$ cat config.mk
export PLATFORM = sky130hd
export DESIGN_NAME = pipeline_controller
export DESIGN_NICKNAME = d
export VERILOG_FILES = /design/src/rtl/pipeline_ctrl_pkg.sv /design/src/rtl/hazard_detect.sv /design/src/rtl/pipeline_controller.sv
export SDC_FILE = /design/constraint.sdc
export NUM_CORES = 1
export LEC_CHECK = 0
export BUFFER_PORTS_ARGS = -buffer_cell sky130_fd_sc_hd__buf_2
export CAP_MARGIN = 20
export CORE_UTILIZATION = 25
export CTS_CLUSTER_SIZE = 12
export DETAILED_ROUTE_END_ITERATION = 12
export GPL_ROUTABILITY_DRIVEN = 0
export MAX_ROUTING_LAYER = met4
export SYNTH_ARGS = -nofsm -noshare
export SYNTH_HDL_FRONTEND = slang
export SYNTH_SLANG_ARGS = --single-unit
export TNS_END_PERCENT = 1
$ cat constraint.sdc
create_clock -name i_clk -period 2.8 [get_ports i_clk]
set_input_delay 0.42 -clock i_clk [delete_from_list [all_inputs] [get_ports i_clk]]
set_output_delay 0.42 -clock i_clk [all_outputs]
set_load 0.03 [all_outputs]
$ cat src/rtl/pipeline_ctrl_pkg.sv
`default_nettype none
// ============================================================================
//  Module   : pipeline_ctrl_pkg
//  Brief    : Shared state encoding and default widths for the pipeline controller.
//  Revision : 1.0
// ============================================================================
package pipeline_ctrl_pkg;

  localparam int C_NBITS_REG_DEF    = 5;
  localparam int C_NBITS_CNT_DEF    = 32;
  localparam int C_DRAIN_CYCLES_DEF = 3;

  typedef enum logic [2:0] {
    ST_IDLE   = 3'd0,
    ST_RUN    = 3'd1,
    ST_STEP   = 3'd2,
    ST_DRAIN  = 3'd3,
    ST_HALTED = 3'd4
  } state_t;

endpackage
`default_nettype wire

$ cat src/rtl/hazard_detect.sv
`default_nettype none
// ============================================================================
//  Module   : hazard_detect
//  Brief    : Combinational load-use hazard compare between EX load and ID sources.
//  Revision : 1.0
// ============================================================================
module hazard_detect
  import pipeline_ctrl_pkg::*;
#(
  parameter int NBITS_REG = C_NBITS_REG_DEF
) (
  input  logic [NBITS_REG-1:0] i_id_rs,
  input  logic [NBITS_REG-1:0] i_id_rt,
  input  logic [NBITS_REG-1:0] i_ex_rt,
  input  logic                 i_ex_mem_read,
  output logic                 o_hazard
);

  // Register 0 is hard-wired, so a load into it never creates a dependency.
  assign o_hazard = i_ex_mem_read && (i_ex_rt != '0) &&
                    ((i_ex_rt == i_id_rs) || (i_ex_rt == i_id_rt));

endmodule
`default_nettype wire

$ cat src/rtl/pipeline_controller.sv
`default_nettype none
// ============================================================================
//  Module   : pipeline_controller
//  Brief    : Run/step/halt sequencer with stall, flush and bubble generation.
//  Revision : 1.0
// ============================================================================
module pipeline_controller
  import pipeline_ctrl_pkg::*;
#(
  parameter int NBITS_REG    = C_NBITS_REG_DEF,
  parameter int NBITS_CNT    = C_NBITS_CNT_DEF,
  parameter int DRAIN_CYCLES = C_DRAIN_CYCLES_DEF
) (
  input  logic                 i_clk,
  input  logic                 i_rst_n,
  input  logic                 i_run,
  input  logic                 i_step,
  input  logic                 i_halt_instr,
  input  logic [NBITS_REG-1:0] i_id_rs,
  input  logic [NBITS_REG-1:0] i_id_rt,
  input  logic [NBITS_REG-1:0] i_ex_rt,
  input  logic                 i_ex_mem_read,
  input  logic                 i_branch_taken,
  output logic                 o_pc_write,
  output logic                 o_if_id_write,
  output logic                 o_if_id_flush,
  output logic                 o_id_ex_bubble,
  output logic                 o_pipe_en,
  output logic                 o_halted,
  output logic [2:0]           o_state,
  output logic [NBITS_CNT-1:0] o_cycles
);

  localparam int C_DCW = $clog2(DRAIN_CYCLES + 1);

  state_t               r_state;
  logic [C_DCW-1:0]     r_drain_cnt;
  logic [NBITS_CNT-1:0] r_cycles;
  logic                 w_hazard;
  logic                 w_exec;
  logic                 w_halt_taken;

  hazard_detect #(
    .NBITS_REG (NBITS_REG)
  ) u_hazard_detect (
    .i_id_rs       (i_id_rs),
    .i_id_rt       (i_id_rt),
    .i_ex_rt       (i_ex_rt),
    .i_ex_mem_read (i_ex_mem_read),
    .o_hazard      (w_hazard)
  );

  assign w_exec       = (r_state == ST_RUN) || (r_state == ST_STEP);
  assign w_halt_taken = w_exec && i_halt_instr && !i_branch_taken;

  // Outputs are forced low while reset is held, even before the state clears.
  always_comb begin
    o_pc_write     = 1'b0;
    o_if_id_write  = 1'b0;
    o_if_id_flush  = 1'b0;
    o_id_ex_bubble = 1'b0;
    o_pipe_en      = 1'b0;
    o_halted       = 1'b0;
    if (i_rst_n) begin
      o_halted  = (r_state == ST_HALTED);
      o_pipe_en = w_exec || (r_state == ST_DRAIN);
      if (w_exec) begin
        if (i_branch_taken) begin
          o_if_id_flush = 1'b1;
          o_pc_write    = 1'b1;
          o_if_id_write = 1'b1;
        end else if (i_halt_instr) begin
          o_pc_write    = 1'b0;
          o_if_id_write = 1'b0;
        end else if (w_hazard) begin
          o_id_ex_bubble = 1'b1;
        end else begin
          o_pc_write    = 1'b1;
          o_if_id_write = 1'b1;
        end
      end
    end
  end

  always_ff @(posedge i_clk) begin
    if (!i_rst_n) begin
      r_state     <= ST_IDLE;
      r_drain_cnt <= '0;
      r_cycles    <= '0;
    end else begin
      if (o_pipe_en && (r_cycles != {NBITS_CNT{1'b1}})) begin
        r_cycles <= r_cycles + 1'b1;
      end
      case (r_state)
        ST_IDLE: begin
          if (i_run) begin
            r_state <= ST_RUN;
          end else if (i_step) begin
            r_state <= ST_STEP;
          end
        end
        ST_RUN: begin
          if (w_halt_taken) begin
            r_state     <= ST_DRAIN;
            r_drain_cnt <= '0;
          end
        end
        ST_STEP: begin
          r_drain_cnt <= '0;
          r_state     <= w_halt_taken ? ST_DRAIN : ST_IDLE;
        end
        ST_DRAIN: begin
          if (r_drain_cnt == C_DCW'(DRAIN_CYCLES - 1)) begin
            r_state <= ST_HALTED;
          end else begin
            r_drain_cnt <= r_drain_cnt + 1'b1;
          end
        end
        ST_HALTED: r_state <= ST_HALTED;
        default:   r_state <= ST_IDLE;
      endcase
    end
  end

  assign o_state  = r_state;
  assign o_cycles = r_cycles;

endmodule
`default_nettype wire

==> results by group <==
Finish
  • Final core utilization: 32.1%
  • Design Area, Final: 0.00280 sq mm
  • Layout Nets: 359
  • N_diodes: 0
  • Area Overhead vs Synth: 24.0%
  • Layout cells sized above 1: 26.5%

Floorplan
  • Top Ports: 63
  • Core Region: 0.00872 sq mm
  • Die Y: 97.0 microns
  • Row count: 34
  • Die W: 97.0 microns
  • Die Area: 0.00940 sq mm
  • Initial Utilization: 25.9%

Synthesis
  • Top FF cell, synth: dfxtp_1
  • Synth area leader: dfxtp_1
  • Number of synthesized flops with an enable pin: 0
  • Mapped Avg Cell Area: 8.32 sq um
  • Seq/Total Area, Yosys: 32.9%
  • Syn nets: 295
  • Post-synth cell types: 53
  • Synth area leaders: dfxtp_1 33%, o31ai_1 4.7%, nand3_1 4.4%, a21oi_1 4.2%, mux2i_1 4.0%
  • Synth Cell Area: 0.00225 sq mm
  • Asr flop ratio synth: 0%
  • Synth Register Bits: 37
  • Count leader, synth: dfxtp_1
  • YS warnings: 0
  • Synth top area share: 32.9%
  • Synth Instances: 271
  • Commonest cells in the netlist: 37 x dfxtp_1, 24 x nand2_1, 20 x nand3_1

GRT
  • GRT overflow: 0
  • Tot GR Track Use: 13.6%
  • Largest net degree at the start of global routing: 28
  • Vias in the first global route: 2,241
  • Initial antenna violation count: 0
  • First-pass GRT wire length: 10.2 mm

Timing
  • Slew Viols, Final: 0
  • Clk_skew: 0.00954 ns
  • Tcrit/Tclk final: 79.4%
  • Unrepaired setup endpoints after global routing: false
  • Final WS setup: 0.576 ns
  • Worst Max-Slew Pin Slew: 0.652 ns
  • Setup violators final: 0
  • Min Tclk post-route: 2.22 ns
  • Slew margin rel.: 56.2%
  • Fmax: 0.450 GHz
  • Final TNS setup: 0 ns
  • Final Hold Fails: 0

Flow run
  • Max-cap violations: 0

Worst setup path
  • Worst path slowest cell: or4_1
  • WP data required: 2.38 ns
  • Worst-path maximum fanout: 3
  • Startpoint Class: input pin
  • Setup CP Type: input pin to output pin
  • CP cell instances: buf_2 > or4_1 > nor2_1 > nor3b_1 > o21ai_0 > nor3b_1 > buf_2
  • CP max stage delay: 0.52 ns
  • Data arrival time of the worst path: 1.80 ns
  • Crit end category: output pin

Clock network
  • Num CTS Buffers: 5
  • Root Driver: clkbuf_8
  • CTS max path bufs: 2
  • Clk_lat worst skew: 0.30 ns
  • CTS tree: done
  • Post-CTS sizing: 0
  • Setup bufs post-CTS: 0
  • Post-CTS Hold Buffers: 0
  • Worst-path clk slew: 0.08 ns
  • Clock sinks: 37
  • H-tree Lvls: 2

Pwr
  • Overall power: 0.00120 W
  • Maximum VDD drop: 0.155 mV
  • Leak pwr: 1.09 nW
  • Pwr Density: 429 mW/mm^2

Placement
  • Number of port buffers: 62
  • Placed Area: 0.00268 sq mm
  • Post-DP HPWL: 4.54 mm
  • Worst slack at placement: 0.571 ns

Drt
  • Routed wire length: 6.05 mm
  • Drt drc: 0
  • Initial DRC count: 93
  • Via count: 2,307
  • Via density: 5.20
  • Pre-antenna DRT Iters: 4
  • DR WL/cell: 13.6 microns
  • Post-route ant nets: 0

Min path
  • Worst hold path class: flop to flop

Status
  • Outcome: finished clean
==> placed cells by master (no fill, tap or decap), drive strengths merged, types with 2 or more instances in the layout <==
| cell | count |
|---|---|
| a211oi | 2 |
| a21oi | 19 |
| a31oi | 2 |
| and2 | 2 |
| and3 | 4 |
| and4 | 5 |
| buf | 65 |
| clkbuf | 6 |
| dfxtp | 37 |
| ha | 2 |
| inv | 11 |
| mux2i | 9 |
| nand2 | 24 |
| nand3 | 22 |
| nand4 | 12 |
| nor2 | 16 |
| nor2b | 2 |
| nor3 | 12 |
| nor3b | 3 |
| nor4 | 3 |
| o211ai | 3 |
| o21ai | 12 |
| o311ai | 3 |
| o31ai | 14 |
| or2b | 2 |
| or3 | 8 |
| or4 | 13 |
| xnor2 | 6 |
| xor2 | 5 |
==> worst max-delay path: cells and delay by family <==
| kind | cells | cell delay [ns] |
|---|---|---|
| simple gates | 4 | 0.92 |
| buf+inv | 2 | 0.36 |
| compound gates | 1 | 0.09 |
==> area by class of cell <==
class	instances	area [sq um]
fill	906	5930
multi-input combinational	215	1430
timing repair buffer	65	333
clock buffer	6	82.6
inverter	11	41.3
sequential	37	741
clock inverter	2	37.5
tap	108	135
==> kinds of logic after synthesis <==
family | after synthesis | share of synthesized area [%]
AOI/OAI and AO/OA | 60 | 16.9
xor gates and xnor gates | 11 | 4.27
adders and majority gates | 2 | 1.11
buffers and inverters | 19 | 3.94
DFF | 37 | 32.9
muxes | 9 | 4.00
and+or+nand+nor | 133 | 36.9
==> flip-flops by register name (all words and copies together), names as in the netlist <==
name and count:
o_cycles 32, o_state 3, r_drain_cnt 2
==> per-stage QoR <==
stage	instances	hold WS [ns]
2_1_floorplan	271	0.465
5_1_grt	444	0.530
6_report	444	0.507
4_1_cts	444	0.508
3_3_place_gp	436	0.485
3_5_place_dp	436	0.493
==> report_power, final <==
group | switching [W] | leakage (nW) | internal, W
combinational | 0.0000983 | 0.736 | 0.0000556
sequential | 0.0000108 | 0.299 | 0.000535
clock | 0.000211 | 0.0574 | 0.000290
==> per-layer routing <==
metal | global-route usage [%] | vias to the layer above | part of all wire (%)
met5 | - | - | 0
met4 | 5.28 | 0 | 2.1
met3 | 3.25 | 11 | 4.3
met2 | 23.1 | 52 | 49
met1 | 15.3 | 1078 | 45
li1 | - | 1166 | -
==> path summary, 6_finish.rpt <==
path | from | to | slack (ns) | cells past startpoint
max | i_ex_rt[0] | o_if_id_write | 0.58 | 7
min | o_cycles[13] | o_cycles[13] | 0.51 | 2
max reg2reg | o_cycles[24] | o_cycles[13] | 0.68 | 5
min reg2reg | o_cycles[13] | o_cycles[13] | 0.51 | 2
Note: power is estimated with default switching activity, not from simulation.
